[src/rtl/cpu_param.sv]
// rtl/cpu_param.sv - parametrised multicycle lab CPU core with register file, shifter, ALU and control FSM
module cpu_param #(
  parameter int DATA_W    = 16,
  parameter bit FLAGS_ALL = 1'b0
) (
  input  logic              clk,
  input  logic              reset,
  input  logic              s,
  input  logic              load,
  input  logic [15:0]       in,
  output logic [DATA_W-1:0] out,
  output logic              N,
  output logic              V,
  output logic              Z,
  output logic              w,
  output logic              err
);

  localparam int MSB = DATA_W - 1;

  typedef enum logic [2:0] {
    st_wait,
    st_decode,
    st_get_a,
    st_get_b,
    st_alu,
    st_wr_reg,
    st_wr_imm
  } state_t;

  state_t            state;
  logic [15:0]       ir;
  logic [DATA_W-1:0] rf [8];
  logic [DATA_W-1:0] a;
  logic [DATA_W-1:0] b;

  logic [2:0]        opcode;
  logic [1:0]        op;
  logic [2:0]        rn;
  logic [2:0]        rd;
  logic [1:0]        sh;
  logic [2:0]        rm;
  logic              is_movi;
  logic              is_movs;
  logic              is_alu;
  logic              upd_flags;
  logic [DATA_W-1:0] imm_ext;
  logic [DATA_W-1:0] rm_sh;
  logic [DATA_W-1:0] alu_res;
  logic              alu_v;

  assign opcode    = ir[15:13];
  assign op        = ir[12:11];
  assign rn        = ir[10:8];
  assign rd        = ir[7:5];
  assign sh        = ir[4:3];
  assign rm        = ir[2:0];
  assign is_movi   = (opcode == 3'b110) && (op == 2'b10);
  assign is_movs   = (opcode == 3'b110) && (op == 2'b00);
  assign is_alu    = (opcode == 3'b101);
  // CMP always owns the flags; the other ALU ops only when FLAGS_ALL is set, MOVs never
  assign upd_flags = is_alu && ((op == 2'b01) || FLAGS_ALL);

  // Sign-extend imm8 to the full datapath width
  always_comb begin
    imm_ext      = {DATA_W{ir[7]}};
    imm_ext[7:0] = ir[7:0];
  end

  // B-operand shifter applied to the selected Rm register
  always_comb begin
    rm_sh = rf[rm];
    case (sh)
      2'b01:   rm_sh = {rf[rm][MSB-1:0], 1'b0};
      2'b10:   rm_sh = {1'b0, rf[rm][MSB:1]};
      2'b11:   rm_sh = {rf[rm][0], rf[rm][MSB:1]};
      default: rm_sh = rf[rm];
    endcase
  end

  // ALU on latched operands; MOV shifted reaches here with A cleared so A+B yields B
  always_comb begin
    alu_res = a + b;
    alu_v   = 1'b0;
    if (is_alu) begin
      case (op)
        2'b00: begin
          alu_res = a + b;
          alu_v   = (a[MSB] == b[MSB]) && (alu_res[MSB] != a[MSB]);
        end
        2'b01: begin
          alu_res = a - b;
          alu_v   = (a[MSB] != b[MSB]) && (alu_res[MSB] != a[MSB]);
        end
        2'b10:   alu_res = a & b;
        default: alu_res = ~b;
      endcase
    end
  end

  // Control FSM with registered outputs, IR, operand latches and register file
  always_ff @(posedge clk or negedge reset) begin
    if (!reset) begin
      state <= st_wait;
      w     <= 1'b1;
      out   <= '0;
      N     <= 1'b0;
      V     <= 1'b0;
      Z     <= 1'b0;
      err   <= 1'b0;
      ir    <= '0;
      a     <= '0;
      b     <= '0;
      for (int i = 0; i < 8; i++) rf[i] <= '0;
    end else begin
      case (state)
        st_wait: begin
          if (load) ir <= in;
          if (s) begin
            state <= st_decode;
            w     <= 1'b0;
            err   <= 1'b0;
          end
        end
        st_decode: begin
          a <= '0;
          if (is_movi) begin
            state <= st_wr_imm;
          end else if (is_movs || (is_alu && (op == 2'b11))) begin
            state <= st_get_b;
          end else if (is_alu) begin
            state <= st_get_a;
          end else begin
            state <= st_wait;
            w     <= 1'b1;
            err   <= 1'b1;
          end
        end
        st_get_a: begin
          a     <= rf[rn];
          state <= st_get_b;
        end
        st_get_b: begin
          b     <= rm_sh;
          state <= st_alu;
        end
        st_alu: begin
          out <= alu_res;
          if (upd_flags) begin
            Z <= (alu_res == '0);
            N <= alu_res[MSB];
            V <= alu_v;
          end
          if (is_alu && (op == 2'b01)) begin
            state <= st_wait;
            w     <= 1'b1;
          end else begin
            state <= st_wr_reg;
          end
        end
        st_wr_reg: begin
          rf[rd] <= out;
          state  <= st_wait;
          w      <= 1'b1;
        end
        st_wr_imm: begin
          rf[rn] <= imm_ext;
          state  <= st_wait;
          w      <= 1'b1;
        end
        default: begin
          state <= st_wait;
          w     <= 1'b1;
        end
      endcase
    end
  end

endmodule

[config.mk]
export PLATFORM = sky130hd
export DESIGN_NAME = cpu_param
export DESIGN_NICKNAME = d
export VERILOG_FILES = /design/src/rtl/cpu_param.sv
export SDC_FILE = /design/constraint.sdc
export NUM_CORES = 1
export LEC_CHECK = 0
export ABC_AREA = 1
export CORE_ASPECT_RATIO = 1.4
export CORE_UTILIZATION = 52
export CTS_CLUSTER_SIZE = 24
export DETAILED_ROUTE_END_ITERATION = 12
export PLACE_DENSITY = 0.8
export SKIP_CTS_REPAIR_TIMING = 1
export SYNTH_ARGS = -nofsm -noshare
export SYNTH_HDL_FRONTEND = slang
export SYNTH_SLANG_ARGS = --single-unit
[constraint.sdc]
create_clock -name clk -period 4.73 [get_ports clk]
set_input_delay 1.419 -clock clk [delete_from_list [all_inputs] [get_ports clk]]
set_output_delay 1.419 -clock clk [all_outputs]
set_load 0.1 [all_outputs]
After elaboration in Yosys (flattened, before gate mapping)
Index checks and enable logic that the tools add are counted.
{"block": "totals", "reg_bits": 200, "inputBits": 20, "elab_cells": 106}
{"block": "classes", "n_addsub": 2, "n_lt_le_gt_ge": 5, "eq_ne": 23, "n_mux": 32, "bitwise": 6, "n_reduce_logical": 20}
{"op": "128-bit bitwise mux", "count": 2}
{"op": "128-bit case mux with 2 select lines", "count": 1}
{"op": "16-bit two-way mux", "count": 7}
{"op": "16-bit binary-select mux with 3-bit select", "count": 2}
{"op": "16-bit demux with 3-bit select", "count": 2}
{"op": "16-bit case mux with 3 select lines", "count": 2}
{"op": "16-bit case mux with 2 select lines", "count": 1}
{"op": "16-bit adder", "count": 1}
{"op": "16-bit AND", "count": 1}
{"op": "16-bit zero test", "count": 1}
{"op": "16-bit inverter", "count": 1}
{"op": "16-bit subtractor", "count": 1}
{"op": "3-bit == test (second input constant)", "count": 5}
{"op": "3-bit case mux with 5 select lines", "count": 1}
{"op": "4-bit greater-or-equal comparator (second input constant)", "count": 3}
{"op": "3-bit inverter with 4-bit output", "count": 3}
{"op": "2-bit != test (second input constant)", "count": 5}
{"op": "3-bit two-way mux", "count": 3}
{"op": "2-bit == test (second input constant)", "count": 4}
{"op": "1-bit logical AND", "count": 8}
{"op": "4-bit by 1-bit < comparator with 1-bit output (second input constant)", "count": 2}
{"op": "3-bit by 2-bit == test with 1-bit output (second input constant)", "count": 2}
{"op": "1-bit two-way mux", "count": 6}
{"op": "6-bit AND reduction", "count": 1}
{"op": "other kinds (15)", "count": 23}

Logic depth before layout (Yosys ltp)
Gate-level depths: netlist of run 1.
{"block": "depth", "word_depth": 7, "mapped_depth": 19, "ltp_nobuf": 18}

Worst setup path before layout of run 1
OpenSTA, ideal clock, no wires.
{"block": "synth_timing", "kind": "register to output", "from": "register out[10]", "to": "output port out[10]", "arrival_time_ns": 0.927, "path_slack_ns": 2.384, "path_stages_with_launch": 1, "n_path_buf": 0, "path_cell_list": "dfrtp_1"}
{"item": "start: declaration", "line_no": "11", "rtl": "output logic [DATA_W-1:0] out,"}
{"item": "start signal: assignment", "line_no": "148", "rtl": "out <= alu_res;"}
No word-level cell between the ends.

Worst setup path in the final report of run 1
{"block": "layout_timing", "from": "register out[5]", "to": "output port out[5]"}
No word-level cell between the ends.

==> results of run 1 <==
logic make-up after synthesis:
family | count (synthesis) | synth area share
buffers and inverters | 374 | 0.114
flip-flops | 200 | 0.379
AO/OA/AOI/OAI | 620 | 0.265
multiplexers | 2 | 0.00170
adder cells (fa/ha/maj) | 34 | 0.0333
AND/OR/NAND/NOR | 650 | 0.206
XOR/XNOR | 2 | 0.00133
worst max path at each step:
| stage | from | end | cells after the start |
|---|---|---|---|
| 2_1_floorplan | out[10] | out[10] | 0 |
| 3_3_place_gp | ir[0] | b[4] | 11 |
| 3_5_place_dp | ir[0] | b[1] | 8 |
| 4_1_cts | out[5] | out[5] | 1 |
| 5_1_grt | out[5] | out[5] | 1 |
| 6_report | out[5] | out[5] | 1 |
placed cells by master (no fill, tap or decap), types with 3 or more instances in the layout:
| cell | n |
|---|---|
| dfrtp_1 | 198 |
| nor2_1 | 91 |
| clkbuf_16 | 17 |
| o21bai_1 | 3 |
| nand2_1 | 391 |
| clkbuf_8 | 3 |
| nor3_1 | 9 |
| a211oi_1 | 5 |
| a31oi_1 | 3 |
| o211ai_1 | 10 |
| a21oi_1 | 133 |
| buf_4 | 29 |
| a2bb2oi_1 | 3 |
| o22ai_1 | 127 |
| nand4_1 | 9 |
| o21ai_0 | 297 |
| a211oi_4 | 7 |
| a221oi_1 | 6 |
| clkdlybuf4s50_1 | 39 |
| nand3_1 | 131 |
| o41ai_1 | 4 |
| ha_1 | 32 |
| o21ai_1 | 5 |
| clkinv_1 | 6 |
| inv_2 | 3 |
| o21a_1 | 10 |
| inv_1 | 257 |
| clkbuf_1 | 3 |
| clkinv_4 | 3 |
| nor4_1 | 10 |
cells in the mapped netlist, types with 9 or more instances:
cell type and instances:
nand2_1 391, o21ai_0 297, inv_1 257, dfrtp_1 199, a21oi_1 133, nand3_1 131, o22ai_1 127, nor2_1 91
clkbuf_1 53, buf_2 32, ha_1 32, nor4_1 10, o211ai_1 10, o21a_1 10, nand4_1 9, nor3_1 9
layout make-up:
cell class | instances | area (um^2)
clock buffer | 22 | 464
clock inverter | 10 | 120
fill | 2293 | 10500
inverter | 267 | 1000
multi-input combinational | 1308 | 6730
sequential | 200 | 5010
tap | 315 | 394
timing repair buffer | 70 | 642
power groups by stage:
stage,sequential (mW),combinational [mW],clock [mW]
floorplan,2.84,2.66,0
global placement,2.48,4.33,0
detailed placement,2.50,4.40,0
CTS,2.47,4.43,1.48
global route,2.53,4.90,1.55
finish,2.50,4.61,1.47
metal layers:
layer	global-route usage	wire length [um]	up-vias	part of all wire
met5	0	0	-	0
met4	0.302	4090	0	0.086
met3	0.109	5410	327	0.11
met2	0.596	21900	988	0.46
met1	0.431	16100	6483	0.34
li1	-	-	6299	-
per-stage QoR:
| stage | cell area, um^2 | power [mW] | utilization |
|---|---|---|---|
| after detailed placement | 13800 | 6.90 | 0.555 |
| after global placement | 13800 | 6.82 | 0.555 |
| final | 14400 | 8.58 | 0.578 |
| after CTS | 14400 | 8.37 | 0.578 |
| after global routing | 14400 | 8.97 | 0.578 |
| after floorplan | 13200 | 5.49 | - |
sequential cells by signal, summed over array words and instances (netlist names):
| name | flops |
|---|---|
| N | 1 |
| V | 1 |
| Z | 1 |
| a | 16 |
| b | 16 |
| err | 1 |
| ir | 16 |
| out | 16 |
| rf | 128 |
| state | 3 |
| w | 1 |
==> results.cfg, run 1 <==
[synthesis]
seq_area_frac_synth = 0.379
syn-cell-area_um2 = 13200
synth-warning-count = 0
synth_cell_types = 49
ys_seq_elements = 200
netlist_instances = 1882
synth-edff-count = 0
synth.avg_cell_area_um2 = 7.03
synth_flop_cell = dfrtp_1
synth_fp_nets = 1936
yosys-top-cells-area = dfrtp_1, o21ai_0, nand2_1
synthArstFlopShare = 1.00
yosys.area.top_type = dfrtp_1
synth_top_area_frac = 0.377

[worst_setup_path]
reg2reg_depth = 11
cp_max_fo = 4
cp_top_family = buffers and inverters
crit_chain = clkdlybuf4s50_1
max_stage_delay_ns = 1.21
path_buf_inv = 1
crit_required_ns = 3.31
crit_path_top_delay_cell = clkdlybuf4s50_1
worstSetupPathType = flip-flop to primary output
worst_r2r_endpoint = b[4]
rrSetupSlack_ns = 1.31
end_kind = primary output
startpoint_type = flip-flop
cp.arrival_ns = 2.19
rr_startpoint = ir[0]

[clock_tree]
cts.sinks = 200
cts_tree = yes
cts_buffer_depth = 2
cts_root_buf = clkbuf_16
clkTransAtPathRegs_ns = 0.07
htreeDepth = 4
clock_latency_ns = 0.46
cts_buffers = 17

[routing]
drcViolationCount = 0
viasPerCell = 6.43
detail-route-antenna-nets = 0
wl_per_cell_um = 21.7
initialDrtViolationCount = 1968
vias = 14100
first_pass_iters = 7
wl_um = 47600

[layout]
syn_to_final_growth_pct = 8.63
nNetsFinal = 1918
final_cells = 2192
final_layout_size_suffix_gt1_frac = 0.0453
n_antenna_cell = 0

[placement]
dp_cells = 2160
place.gp.congestion = 1.05
io_buffers = 40
post-place-ws_ns = 1.48
dp_hpwl_um = 32200

[global_route]
grt_pass1_wl_um = 74100
track_usage = 0.381
grt_overflow = 0
antenna_found_initial = 1
grt_pass1_vias = 13600
grt_max_degree = 92

[hold_path]
min_to = err
hold_path_depth = 2
hold_path.class = flip-flop to flip-flop
holdCritStartpoint = err

[timing]
clock.fmax_mhz = 277
hold_viol_final = 0
worst_pin_slew_ns = 1.20
skew_ns = 0.0122
fin_crit_sh = 0.763
hold_slack_ns = 0.493
relSlewSlack = 0.199
final.min_clock_period_ns = 3.61
worst_slack_ns = 1.12
setup_violations = 0
slew_viol_final = 0
setup_tns_ns = 0
rsz0062_at_grt = false

[power]
pwr-share-seq = 0.291
ir_drop_v = 0.000351
leakagePower_nw = 6.45
power_frac_clock = 0.171
intPower_mw = 4.05
combPwrFrac = 0.537
switchingPower_mw = 4.53
p_sw_frac = 0.528
p_per_area_nw_per_um2 = 598

[status]
outcome = complete, no violations

[floorplan]
start_util = 0.532
fp.dieW_um = 137
std_cell_rows = 68
die_h_um = 191
fp.coreArea_um2 = 24800
pin_count = 41
die-area_um2 = 26100

[flow_run]
max-cap-violations = 0
(Power assumes the default switching activity.)
==> run 2, diff against run 1 <==
clock period = 3.6 ns   (was 4.73 ns; I/O delays follow)
==> results.cfg, run 2 (synthesized netlist as in run 1, its figures left out) <==
[status]
outcome = complete, no violations

[worst_setup_path]
startpoint_type = flip-flop
cp.arrival_ns = 3.20
worstSetupPathType = flip-flop to flip-flop
max_stage_delay_ns = 0.73
cp-startpoint = state[1]
crit_required_ns = 3.88
path_buf_inv = 4
cp_max_fo = 32
crit_chain = inv_2, nor2_4, inv_4, nor2_8, inv_2, nand4_2, buf_4, a21oi_4, o21ai_0
crit_path_top_delay_cell = a21oi_4
timing.critical_path.mode_cell = inv_2
rr_startpoint = state[1]
end_kind = flip-flop
cp_top_family = buffers and inverters

[global_route]
antenna_found_initial = 2
grt_max_degree = 77
grt_pass1_vias = 13800
grt_overflow = 0
grt_pass1_wl_um = 77000
grtUsageMet3 = 0.116
track_usage = 0.398
use_met1 = 0.438
busiest_layer = met2
gr-usage-met2 = 0.627

[timing]
final.min_clock_period_ns = 2.92
worst_pin_slew_ns = 1.05
relSlewSlack = 0.293
hold_viol_final = 0
clock.fmax_mhz = 343
setup_violations = 0
rsz0062_at_grt = false
fin_crit_sh = 0.810
slew_viol_final = 0
setup_tns_ns = 0
skew_ns = 0.0100

[hold_path]
holdCritStartpoint = w
hold_path.class = flip-flop to flip-flop

[clock_tree]
cts_buffers = 17
clkTransAtPathRegs_ns = 0.07
cts_tree = yes
cts_root_buf = clkbuf_16
cts.sinks = 200
clock_latency_ns = 0.45
htreeDepth = 4
cts_buffer_depth = 2

[routing]
viasPerCell = 6.38
initialDrtViolationCount = 1713
wl_um = 49800
detail-route-antenna-nets = 0
first_pass_iters = 7
wl_per_cell_um = 22.5
vias = 14100
drcViolationCount = 0

[layout]
largest_reg_flops = 128
final_layout_size_suffix_gt1_frac = 0.0655
mostFrequentLayoutCells = nand2_1, o21ai_0, inv_1
final_common_cell = nand2_1
largest_register = rf
nNetsFinal = 1934
fillers = 2346
syn_to_final_growth_pct = 8.95

[floorplan]
std_cell_rows = 68
die_h_um = 191
start_util = 0.532
pin_count = 41
fp.coreArea_um2 = 24800
fp.dieW_um = 137
die-area_um2 = 26100

[power]
ir_drop_v = 0.000439
leakagePower_nw = 6.54
fin_total_pwr_mw = 11.3
p_per_area_nw_per_um2 = 787

[flow_run]
max-cap-violations = 0

[placement]
place.gp.congestion = 1.00
io_buffers = 40
dp_hpwl_um = 34900
run 2: cell types whose count changed in the layout (fill, tap and decap cells not counted), sizes merged, moves of 2 or more:
cell	delta
clkdlybuf4s50	-21
bufinv	-2
clkinv	+2
buf	+37
run 2: final timing paths:
kind / to / slack [ns] / cells after the start
max: rf[64] / 0.68 / 9
min: w / 0.49 / 2
max reg2reg: rf[64] / 0.68 / 9
min reg2reg: w / 0.49 / 2
max in group asynchronous: w / 2.04 / 2
min in group asynchronous: rf[16] / 0.65 / 1
run 2: report_power, final:
group | leakage (nW) | internal, mW | total, mW | switching (mW)
clock network | 0.265 | 0.937 | 1.82 | 0.881
registers | 2.67 | 2.70 | 3.30 | 0.602
logic | 3.61 | 1.60 | 6.22 | 4.62
run 2: stage by stage:
stage | hold WS, ns | utilization | std cells | setup WS, ns | area [um^2]
final | 0.494 | 0.580 | 2209 | 0.684 | 14400
after detailed placement | 0.484 | 0.558 | 2176 | 0.785 | 13900
after global placement | 0.481 | 0.558 | 2176 | 0.850 | 13900
after floorplan | 0.480 | - | 1882 | 1.52 | 13200
after global routing | 0.523 | 0.580 | 2208 | 0.506 | 14400
after CTS | 0.495 | 0.580 | 2208 | 0.772 | 14400
run 2: worst reg2reg max path: stages, from the launching register on:
cell	delay, ns
dfrtp_1	0.43
inv_2	0.11
nor2_4	0.05
inv_4	0.15
nor2_8	0.08
inv_2	0.55
nand4_2	0.16
buf_4	0.26
a21oi_4	0.73
o21ai_0	0.23
run 2: layout make-up:
type | count | area [um^2] | share of cell area
diodes | 1 | 2.50 | 0.000174
clock buffers | 21 | 470 | 0.0327
clock inverters | 11 | 73.8 | 0.00512
inverters | 267 | 1000 | 0.0697
multi-input cells | 1308 | 6730 | 0.467
flip-flops and latches | 200 | 5010 | 0.348
well taps | 315 | 394 | 0.0274
repair buffers | 86 | 722 | 0.0501
run 2: routing by layer:
layer | wire [um] | vias up
met1 | 16600 | 6477
met3 | 5500 | 343
met2 | 23100 | 937
li1 | - | 6339
met5 | 12 | -
met4 | 4530 | 2
